## config.mk

```make
export PLATFORM = sky130hd
export DESIGN_NAME = instruction_fetch_flat
export DESIGN_NICKNAME = d
export VERILOG_FILES = /design/src/rtl/instruction_fetch_if.sv /design/src/rtl/instruction_fetch.sv /design/src/flat_wrapper.sv
export SDC_FILE = /design/constraint.sdc
export NUM_CORES = 1
export LEC_CHECK = 0
export CAP_MARGIN = 40
export CORE_AREA = 10 10 84 86
export CTS_BUF_LIST = sky130_fd_sc_hd__clkbuf_2 sky130_fd_sc_hd__clkbuf_4 sky130_fd_sc_hd__clkbuf_8
export DETAILED_ROUTE_END_ITERATION = 12
export DIE_AREA = 0 0 94 96
export MAX_ROUTING_LAYER = met4
export PLACE_DENSITY = 0.72
export SETUP_SLACK_MARGIN = 0.15
export SLEW_MARGIN = 5
export SYNTH_ARGS = -nofsm -noshare
export SYNTH_HDL_FRONTEND = slang
export SYNTH_SLANG_ARGS = --single-unit
export TNS_END_PERCENT = 1
```

## constraint.sdc

```tcl
create_clock -name clk -period 1.85 [get_ports clk]
set_input_delay 0.2775 -clock clk [delete_from_list [all_inputs] [get_ports clk]]
set_output_delay 0.2775 -clock clk [all_outputs]
set_load 0.1 [all_outputs]
```

## src/rtl/instruction_fetch_if.sv

```systemverilog
// Fetch-stage bus: start/done handshake from the harness plus decode controls in,
// and PC / status out. The master side drives the controls; the fetch stage is the slave.
interface instruction_fetch_if #(
    parameter int PC_WIDTH   = 10,
    parameter int DATA_WIDTH = 8,
    parameter int CNT_WIDTH  = 16
);
    logic                  start;
    logic [PC_WIDTH-1:0]   startAddr;
    logic                  halt;
    logic                  branch;
    logic                  jump;
    logic                  relative;
    logic [DATA_WIDTH-1:0] destBranchJump;
    logic                  compareFlag;
    logic [PC_WIDTH-1:0]   pc;
    logic                  running;
    logic                  done;
    logic [CNT_WIDTH-1:0]  insnCount;

    modport master (
        output start, startAddr, halt, branch, jump, relative, destBranchJump, compareFlag,
        input  pc, running, done, insnCount
    );

    modport slave (
        input  start, startAddr, halt, branch, jump, relative, destBranchJump, compareFlag,
        output pc, running, done, insnCount
    );
endinterface

```

## src/rtl/instruction_fetch.sv

```systemverilog
// Program counter and start/halt sequencer for the fetch stage, one instruction per cycle,
// with a saturating retired-instruction counter.
//
// state  | meaning
// IDLE   | after reset; waiting for start, pc/count hold
// RUN    | retiring one instruction per cycle, pc follows decode controls
// HALTED | HLT retired; done held high until start or reset
module instruction_fetch #(
    parameter int PC_WIDTH   = 10,
    parameter int DATA_WIDTH = 8,
    parameter int CNT_WIDTH  = 16
) (
    input  logic                clk,
    input  logic                reset,
    instruction_fetch_if.slave  bus
);
    typedef enum logic [1:0] {IDLE, RUN, HALTED} state_t;

    state_t                state_q, state_d;
    logic [PC_WIDTH-1:0]   pc_q, pc_d;
    logic [CNT_WIDTH-1:0]  cnt_q, cnt_d;
    logic [PC_WIDTH-1:0]   abs_target;
    logic [PC_WIDTH-1:0]   rel_offset;
    logic [PC_WIDTH-1:0]   redirect_target;
    logic                  take_redirect;

    // Absolute targets are zero-extended, offsets sign-extended; both truncate if wider than pc.
    if (DATA_WIDTH >= PC_WIDTH) begin : g_trunc
        assign abs_target = bus.destBranchJump[PC_WIDTH-1:0];
        assign rel_offset = bus.destBranchJump[PC_WIDTH-1:0];
    end else begin : g_extend
        assign abs_target = {{(PC_WIDTH-DATA_WIDTH){1'b0}}, bus.destBranchJump};
        assign rel_offset = {{(PC_WIDTH-DATA_WIDTH){bus.destBranchJump[DATA_WIDTH-1]}},
                             bus.destBranchJump};
    end

    assign redirect_target = bus.relative ? (pc_q + rel_offset) : abs_target;
    assign take_redirect   = bus.jump || (bus.branch && bus.compareFlag);

    always_ff @(posedge clk) begin
        if (reset) begin
            state_q <= IDLE;
            pc_q    <= '0;
            cnt_q   <= '0;
        end else begin
            state_q <= state_d;
            pc_q    <= pc_d;
            cnt_q   <= cnt_d;
        end
    end

    always_comb begin
        state_d = state_q;
        pc_d    = pc_q;
        cnt_d   = cnt_q;
        unique case (state_q)
            IDLE, HALTED: begin
                if (bus.start) begin
                    state_d = RUN;
                    pc_d    = bus.startAddr;
                    cnt_d   = '0;
                end
            end
            RUN: begin
                if (!(&cnt_q)) cnt_d = cnt_q + CNT_WIDTH'(1);
                // HLT retires but leaves pc on itself so the harness can see where it stopped.
                if (bus.halt) begin
                    state_d = HALTED;
                end else if (take_redirect) begin
                    pc_d = redirect_target;
                end else begin
                    pc_d = pc_q + PC_WIDTH'(1);
                end
            end
            default: state_d = IDLE;
        endcase
    end

    assign bus.pc        = pc_q;
    assign bus.insnCount = cnt_q;
    assign bus.running   = (state_q == RUN);
    assign bus.done      = (state_q == HALTED);
endmodule

```

## src/flat_wrapper.sv

```systemverilog
// flat-port wrapper written by rule: the top's interface ports become plain ports
module instruction_fetch_flat 
#(
    parameter int PC_WIDTH   = 10,
    parameter int DATA_WIDTH = 8,
    parameter int CNT_WIDTH  = 16
)
  (clk, reset, bus_start, bus_startAddr, bus_halt, bus_branch, bus_jump, bus_relative, bus_destBranchJump, bus_compareFlag, bus_pc, bus_running, bus_done, bus_insnCount);
  instruction_fetch_if #(.PC_WIDTH(PC_WIDTH), .DATA_WIDTH(DATA_WIDTH), .CNT_WIDTH(CNT_WIDTH)) bus_i ();
  input  logic clk;
  input  logic reset;
  input wire logic [$bits(bus_i.start)-1:0] bus_start;
  input wire logic [$bits(bus_i.startAddr)-1:0] bus_startAddr;
  input wire logic [$bits(bus_i.halt)-1:0] bus_halt;
  input wire logic [$bits(bus_i.branch)-1:0] bus_branch;
  input wire logic [$bits(bus_i.jump)-1:0] bus_jump;
  input wire logic [$bits(bus_i.relative)-1:0] bus_relative;
  input wire logic [$bits(bus_i.destBranchJump)-1:0] bus_destBranchJump;
  input wire logic [$bits(bus_i.compareFlag)-1:0] bus_compareFlag;
  output wire logic [$bits(bus_i.pc)-1:0] bus_pc;
  output wire logic [$bits(bus_i.running)-1:0] bus_running;
  output wire logic [$bits(bus_i.done)-1:0] bus_done;
  output wire logic [$bits(bus_i.insnCount)-1:0] bus_insnCount;
  assign bus_i.start = bus_start;
  assign bus_i.startAddr = bus_startAddr;
  assign bus_i.halt = bus_halt;
  assign bus_i.branch = bus_branch;
  assign bus_i.jump = bus_jump;
  assign bus_i.relative = bus_relative;
  assign bus_i.destBranchJump = bus_destBranchJump;
  assign bus_i.compareFlag = bus_compareFlag;
  assign bus_pc = bus_i.pc;
  assign bus_running = bus_i.running;
  assign bus_done = bus_i.done;
  assign bus_insnCount = bus_i.insnCount;
  instruction_fetch #(.PC_WIDTH(PC_WIDTH), .DATA_WIDTH(DATA_WIDTH), .CNT_WIDTH(CNT_WIDTH)) u_core (.clk(clk), .reset(reset), .bus(bus_i));
endmodule
```

======== Yosys cells after proc, flatten, opt, wreduce, memory -nomap -nowiden ========
Cells that the tools add are included.
operators by class
  add/subtract/negate cells ............... 3
  eq/ne operators ......................... 6
  muxes and demuxes ....................... 11
  reductions and logical operators ........ 9
operators with widths
  cell                   number
  $mux 10                4
  $mux 16                2
  $pmux 16 s2            1
  $pmux 10 s2            1
  $add 16x1->16 const B  1
  $reduce_and 16->1      1
  $add 10x1->10 const B  1
  $add 10x10->10         1
  $ne 2x2->1 const B     4
  $reduce_and 3->1       2
  $mux 2                 2
  $pmux 2 s2             1
  $eq 2x1->1 const B     1
  $eq 2x2->1 const B     1
  $logic_not 2->1        1
  $reduce_and 2->1       1
  $reduce_bool 2->1      1
  $reduce_or 2->1        1
  $logic_and 1x1->1      1
  $logic_or 1x1->1       1
word-level totals
  bits in registers ....................... 28
  input port bits ......................... 26
  output and inout port bits .............. 28

======== Depth between registers and ports, before layout ========
Gate-level depths: netlist of run 1.
  depth in word-level cells ............... 5
  mapped depth ............................ 7
  gate-level depth less buffers ........... 7

======== Least setup slack after synthesis of run 1 ========
Ideal clock, no wire load.
  path kind ............................... register to register
  start point ............................. reg u_core.pc_q[1] (netlist: u_core.bus.pc[1])
  end point ............................... reg u_core.pc_q[9] (netlist: u_core.bus.pc[9])
  library setup time ...................... 127 ps
  data arrival time ....................... 2591 ps
  slack ................................... -868 ps
  cell stages (with the launch flop) ...... 7
  clock period less this slack ............ 2718 ps
  cell sequence ........................... dfxtp_1 -> ha_1 -> a211oi_1 -> nor2_1 -> o41a_1 -> o21ai_0 -> or3b_1
between the ends
  longest elaborated chain between the ends .. 5
  elaborated cells between the ends (all ways) .. 6
RTL lines
  item                      RTL line                 text
  start: declaration        instruction_fetch.sv:20  logic [PC_WIDTH-1:0] pc_q, pc_d;
  start signal: assignment  instruction_fetch.sv:47  pc_q <= pc_d;
  $add 10x10->10            instruction_fetch.sv:37  assign redirect_target = bus.relative ? (pc_q + rel_offset) : abs_target;
  $mux 10                   instruction_fetch.sv:37
  $mux 10 *                 instruction_fetch.sv:69  end else if (take_redirect) begin
  $mux 10 *                 instruction_fetch.sv:67  if (bus.halt) begin
  $pmux 10 s2 *             instruction_fetch.sv:56  unique case (state_q)
Every way passes the cells marked *; elsewhere a longest branch is shown, timed or not. The select of a mux whose other input is x is not followed.
A chain may end at the register's enable or synchronous reset.

======== Final worst setup path of run 1 ========
  start point ............................. reg u_core.pc_q[0] (netlist: u_core.bus.pc[0])
  end point ............................... reg u_core.pc_q[9] (netlist: u_core.bus.pc[9])
Same word-level chain as after synthesis.

==> flow_summary.yaml, run 1 <==
routing:
  drt_iter0_drc: 95
  num_vias: 2446
  dr.pass1.iters: 4
  viasPerCell: 5.39
  wl_um: 6920
  drc: 0
  postRouteAntennaNets: 0
  wl_per_cell_um: 15.2
critical_path:
  end_kind: "flip-flop"
  cp-start-kind: "flip-flop"
  startpoint: "u_core.bus.pc[0]$_SDFFE_PP0P_"
  worst-path-max-fanout: 2
  worstSetupPathType: "reg -> reg"
  critical_path_required_ns: 2.01
  crit_arrival_ns: 2.06
  reg2reg_depth: 7
  rr_startpoint: "u_core.bus.pc[0]$_SDFFE_PP0P_"
worst_hold_path:
  min_from: "u_core.bus.insnCount[1]$_SDFFE_PP0P_"
  worstHoldPathCells: 2
  worstHoldPathType: "reg -> reg"
power:
  clock_power_share_pct: 17.0
  vdd_drop_max_v: 0.000428
  p_sw_mw: 0.754
  power_leakage_nw: 1.34
  sw_frac_of_total_pct: 38.8
  seq_power_share_pct: 35.0
  p_comb_share_pct: 48.0
  p_per_area_mw_per_mm2: 577
  p_int_mw: 1.19
sta:
  fin_crit_sh_pct: 103
  drv_slew: 0
  tightest_slew_ns: 0.513
  rsz0062_at_grt: "yes"
  finalCriticalPeriod_ns: 1.90
  skew_ns: 0.00112
  slew_headroom_pct: 65.6
  setup_viol: 1
  hold_viol: 0
  fin_ws_ns: -0.0533
  timing.fmax_mhz: 525
cells_and_area:
  nNetsFinal: 421
  fin_area_mm2: 0.00337
  area_growth_pct: 60.7
  diodes: 0
  drive_above_1_share_pct: 36.4
  final_cells: 454
  fill_cells: 474
global_routing:
  grt_pass1_wl_um: 11600
  grt_max_degree: 16
  overflow: 0
  antenna_found_initial: 0
  grt_use_total_pct: 16.1
  grt_pass1_vias: 2442
status:
  violations: "setup timing"
  run_status: "finished, violations left"
floorplanning:
  row_count: 27
  dieWidth_um: 94
  die-height_um: 96
  boundaryPins: 54
  dieArea_mm2: 0.00902
  core-area_mm2: 0.00541
  initial_core_util_pct: 38.8
place:
  hpwl_um: 5530
  placed_area_mm2: 0.00316
  portBuffers: 53
  gp_congestion: 1.02
  dpl.cell_count: 445
  pre_cts_ws_ns: -0.554
synth:
  synth_area_mm2: 0.00210
  synth_edf_count: 0
  syn_inst: 277
  yosysWarnings: 0
  synthFlopType: "dfxtp_1"
  avgSynthCellArea_um2: 7.58
  synthDistinctLibCells: 51
  async_flop_share_pct: 0
  synth_seq_cells: 28
  synth_fp_nets: 315
  ys_seq_area_share_pct: 26.7
clock_tree:
  cts.root.buffer_cell: "clkbuf_8"
  insertion_delay_ns: 0.27
  htreeDepth: 1
  cts.sinks: 28
  clock_path_buffers: 2
  cts_tree: "built"
  cts_buffers: 3
  clkTransAtPathRegs_ns: 0.09
run:
  maxCapViolations: 0
==> kinds of logic after synthesis <==
kind of cell             count (synthesis)  synth area share (%)
XOR/XNOR                                16                  6.67
buffers and inverters                   19                  3.58
adder cells (fa/ha/maj)                 12                  7.51
flip-flops                              28                  26.7
AND/OR/NAND/NOR                        118                  28.9
multiplexers                             2                 0.954
AO/OA/AOI/OAI                           82                  25.7
==> state kept, by name (all words and copies together) (netlist names) <==
register / flops
u_core.bus.insnCount: 16
u_core.bus.pc: 10
u_core.state_q: 2
==> per-layer routing <==
layer  GRT usage [%]  share of wire (%)  vias up
li1                -                  -     1248
met1            19.0                 43     1116
met2            27.6                 49       71
met3            2.33                5.9       11
met4            4.68                1.6        0
met5               -                  0        -
==> worst paths after layout <==
path                                                        endpoint  slack (ns)
worst min register to register  u_core.bus.insnCount[1]$_SDFFE_PP0P_        0.50
worst min-delay path            u_core.bus.insnCount[1]$_SDFFE_PP0P_        0.50
worst max-delay path                   u_core.bus.pc[9]$_SDFFE_PP0P_       -0.05
worst max register to register         u_core.bus.pc[9]$_SDFFE_PP0P_       -0.05
==> cell usage in the layout (no fill, tap or decap), drive strengths merged, types with 4 or more instances in the layout <==
master,n
a211oi,13
dlygate4sd2,4
a21oi,19
buf,86
dfxtp,28
o211ai,5
nor4,5
xnor2,13
clkdlybuf4s50,20
nand3,15
inv,9
o21ai,20
nand2,24
a31oi,7
ha,11
or3,5
nor2,29
nor3,11
nand4,7
==> critical path, stage by stage, from the launching register on <==
cell and delay (ns):
dfxtp_4 0.37, ha_4 0.16, buf_6 0.12, a211oi_4 0.27
nor2_2 0.08, o41a_1 0.34, o21ai_1 0.12, or3b_1 0.34
==> cell usage after synthesis, types with 4 or more instances <==
cell type  instances  area (µm²)
nor2_1            29         109
dfxtp_1           28         561
nand2_1           24        90.1
a21oi_1           19        95.1
o21ai_0           16        80.1
nand3_1           15        75.1
a211oi_1          13        97.6
xnor2_1           13         114
ha_1              11         138
nor3_1            11        55.1
inv_1              8        30.0
clkbuf_1           7        26.3
nand4_1            7        43.8
a31oi_1            6        37.5
o211ai_1           5        37.5
or3_1              5        31.3
nor4_1             4        25.0
o21ai_1            4        20.0
==> power groups by stage <==
stage | combinational (mW) | sequential (mW) | clock [mW]
after detailed placement | 0.858 | 0.692 | 0
after floorplan | 0.304 | 0.874 | 0
after global routing | 1.00 | 0.687 | 0.375
after global placement | 0.849 | 0.692 | 0
after CTS | 0.918 | 0.681 | 0.348
final | 0.934 | 0.681 | 0.332
==> stage by stage <==
step           util, %  TNS [ns]  power (mW)  hold slack [ns]
5_1_grt           62.4    -0.335        2.06            0.534
6_report          62.4   -0.0533        1.95            0.501
3_5_place_dp      58.5     -5.11        1.55            0.486
3_3_place_gp      58.5     -4.56        1.54            0.471
4_1_cts           61.6    -0.105        1.95            0.500
2_1_floorplan        -     -2.47        1.18            0.430
==> area by class of cell <==
type	count	area, µm²	area share [%]
multi-input cells	230	1600	47.4
repair buffers	111	1000	29.7
flip-flops and latches	28	606	18.0
well taps	72	90.1	2.67
clock buffers	3	41.3	1.22
inverters	9	33.8	1.00
clock inverters	1	3.75	0.111
==> timing repair <==
| item | in CTS | in global routing |
|---|---|---|
| setup buffers | 4 | 1 |
| hold buffers | 0 | 0 |
| gates resized for setup | 25 | 9 |
| pin swaps | 23 | 15 |
| endpoints found under the setup margin | 16 | 26 |
Power figures use the tool's default switching activity.
==> run 2: changes to the inputs <==
Settings changed: CORE_AREA 10 10 84 86 to 10 10 78 93, DIE_AREA 0 0 94 96 to 0 0 88 103.
==> flow_summary.yaml, run 2 (same netlist as run 1, synthesis figures left out) <==
clock_tree:
  cts.sinks: 28
  clkTransAtPathRegs_ns: 0.10
  cts.root.buffer_cell: "clkbuf_8"
  cts_buffers: 3
  cts_tree: "built"
  htreeDepth: 1
  insertion_delay_ns: 0.28
  clock_path_buffers: 2
cells_and_area:
  diodes: 0
  layout_commonest_cell: "buf_4"
  fin_area_mm2: 0.00334
  largest_register_ffs: 16
  fill_cells: 474
  final_cell_mix: "buf_4, nor2_1, nand2_1, dfxtp_2, clkdlybuf4s50_1"
  final_core_util_pct: 60.6
  nNetsFinal: 415
  drive_above_1_share_pct: 36.7
  area_growth_pct: 59.2
sta:
  tightest_slew_ns: 0.660
  fin_crit_sh_pct: 99.9
  slew_headroom_pct: 55.8
  fin_ws_ns: 0.00209
  finalCriticalPeriod_ns: 1.85
  fin_tns_setup_ns: 0
  hold_viol: 0
  setup_viol: 0
  skew_ns: 0.0132
  rsz0062_at_grt: "yes"
  drv_slew: 0
  timing.fmax_mhz: 541
power:
  power_leakage_nw: 1.32
  p_per_area_mw_per_mm2: 622
  vdd_drop_max_v: 0.000418
routing:
  dr.pass1.iters: 4
  drt_iter0_drc: 57
  drc: 0
  wl_um: 7040
  wl_per_cell_um: 16.0
  postRouteAntennaNets: 0
  viasPerCell: 5.60
  num_vias: 2464
critical_path:
  crit_arrival_ns: 2.03
  reg2reg_depth: 7
  rrSetupSlack_ns: 0.002
  worstSetupPathType: "reg -> reg"
  rr_startpoint: "u_core.bus.pc[0]$_SDFFE_PP0P_"
  slowest_delay_ns: 0.36
  end_kind: "flip-flop"
  critical_path_required_ns: 2.03
  cp-start-kind: "flip-flop"
  r2r-end: "u_core.bus.pc[9]$_SDFFE_PP0P_"
  crit_family: "compound AO/OA/AOI/OAI gates"
  slowest_stage: "dfxtp_4"
  critPathBufInv: 1
  path_cells: "ha_4 > buf_4 > a211oi_4 > nor2_2 > o41a_1 > o21ai_1 > or3b_1"
  worst-path-max-fanout: 2
global_routing:
  antenna_found_initial: 0
  grt_pass1_vias: 2506
  grt_max_degree: 17
  grt_pass1_wl_um: 11600
  grt_use_total_pct: 16.0
  overflow: 0
place:
  gp_congestion: 0.916
  hpwl_um: 5760
  portBuffers: 53
  placed_area_mm2: 0.00314
  pre_cts_ws_ns: -0.596
worst_hold_path:
  worstHoldPathType: "in -> reg"
  min_to: "u_core.state_q[1]$_SDFFE_PP0P_"
  worstHoldPathCells: 3
  min_from: "bus_halt"
floorplanning:
  boundaryPins: 54
  core-area_mm2: 0.00552
  row_count: 30
  dieWidth_um: 88
  die-height_um: 103
  dieArea_mm2: 0.00906
  initial_core_util_pct: 38.0
run:
  maxCapViolations: 0
status:
  run_status: "finished, final reports clean"
[run 2: routing by layer]
layer | vias up | wire, µm | track usage, % | part of all wire, %
met3 | 10 | 327 | 1.98 | 4.6
met4 | 0 | 104 | 5.16 | 1.5
li1 | 1235 | - | - | -
met5 | - | 0 | - | 0
met2 | 54 | 3740 | 27.9 | 53
met1 | 1165 | 2870 | 18.5 | 41
[run 2: worst register-to-register path, cell delays in order (launching register included)]
cell and delay (ns):
dfxtp_4 0.36, ha_4 0.16, buf_4 0.14, a211oi_4 0.22, nor2_2 0.07, o41a_1 0.34, o21ai_1 0.12, or3b_1 0.34
[run 2: power breakdown]
part           internal (mW)  leakage, nW  switching [mW]
sequential             0.635        0.241          0.0434
combinational          0.389         1.04           0.524
clock                  0.290       0.0357           0.198
total                   1.31         1.32           0.765
[run 2: how the worst max path moves through the flow]
stage	endpoint	cells past startpoint	start	slack [ns]
finish	u_core.bus.pc[9]$_SDFFE_PP0P_	7	u_core.bus.pc[0]$_SDFFE_PP0P_	0.002
global route	u_core.bus.pc[4]$_SDFFE_PP0P_	7	u_core.bus.pc[0]$_SDFFE_PP0P_	-0.07
CTS	u_core.bus.pc[4]$_SDFFE_PP0P_	7	u_core.bus.pc[0]$_SDFFE_PP0P_	-0.03
detailed placement	u_core.bus.pc[4]$_SDFFE_PP0P_	8	bus_destBranchJump[0]	-0.60
global placement	u_core.bus.pc[4]$_SDFFE_PP0P_	8	bus_destBranchJump[0]	-0.55
floorplan	u_core.bus.pc[4]$_SDFFE_PP0P_	7	u_core.bus.pc[0]$_SDFFE_PP0P_	-0.24
[run 2: timing repair]
item,in CTS,in global routing
buffers inserted,1,0
hold buffers,0,0
pin swaps,14,6
gates cloned,0,0
setup endpoints to repair,16,22
gates resized for setup,21,16
[run 2: stage by stage]
stage	total power, mW	std cells	hold slack (ns)
2_1_floorplan	1.18	277	0.430
3_5_place_dp	1.55	435	0.488
5_1_grt	2.19	440	0.417
6_report	2.08	440	0.387
4_1_cts	2.06	440	0.503
3_3_place_gp	1.54	435	0.477
[run 2: final cells by class]
cell class / count / area, µm² / share of cell area, %
Inverter: 9 / 33.8 / 1.01
Timing Repair Buffer: 105 / 952 / 28.5
Multi-Input combinational cell: 230 / 1600 / 47.9
Clock inverter: 1 / 30.0 / 0.898
Tap cell: 64 / 80.1 / 2.40
Clock buffer: 3 / 41.3 / 1.24
Sequential cell: 28 / 604 / 18.1
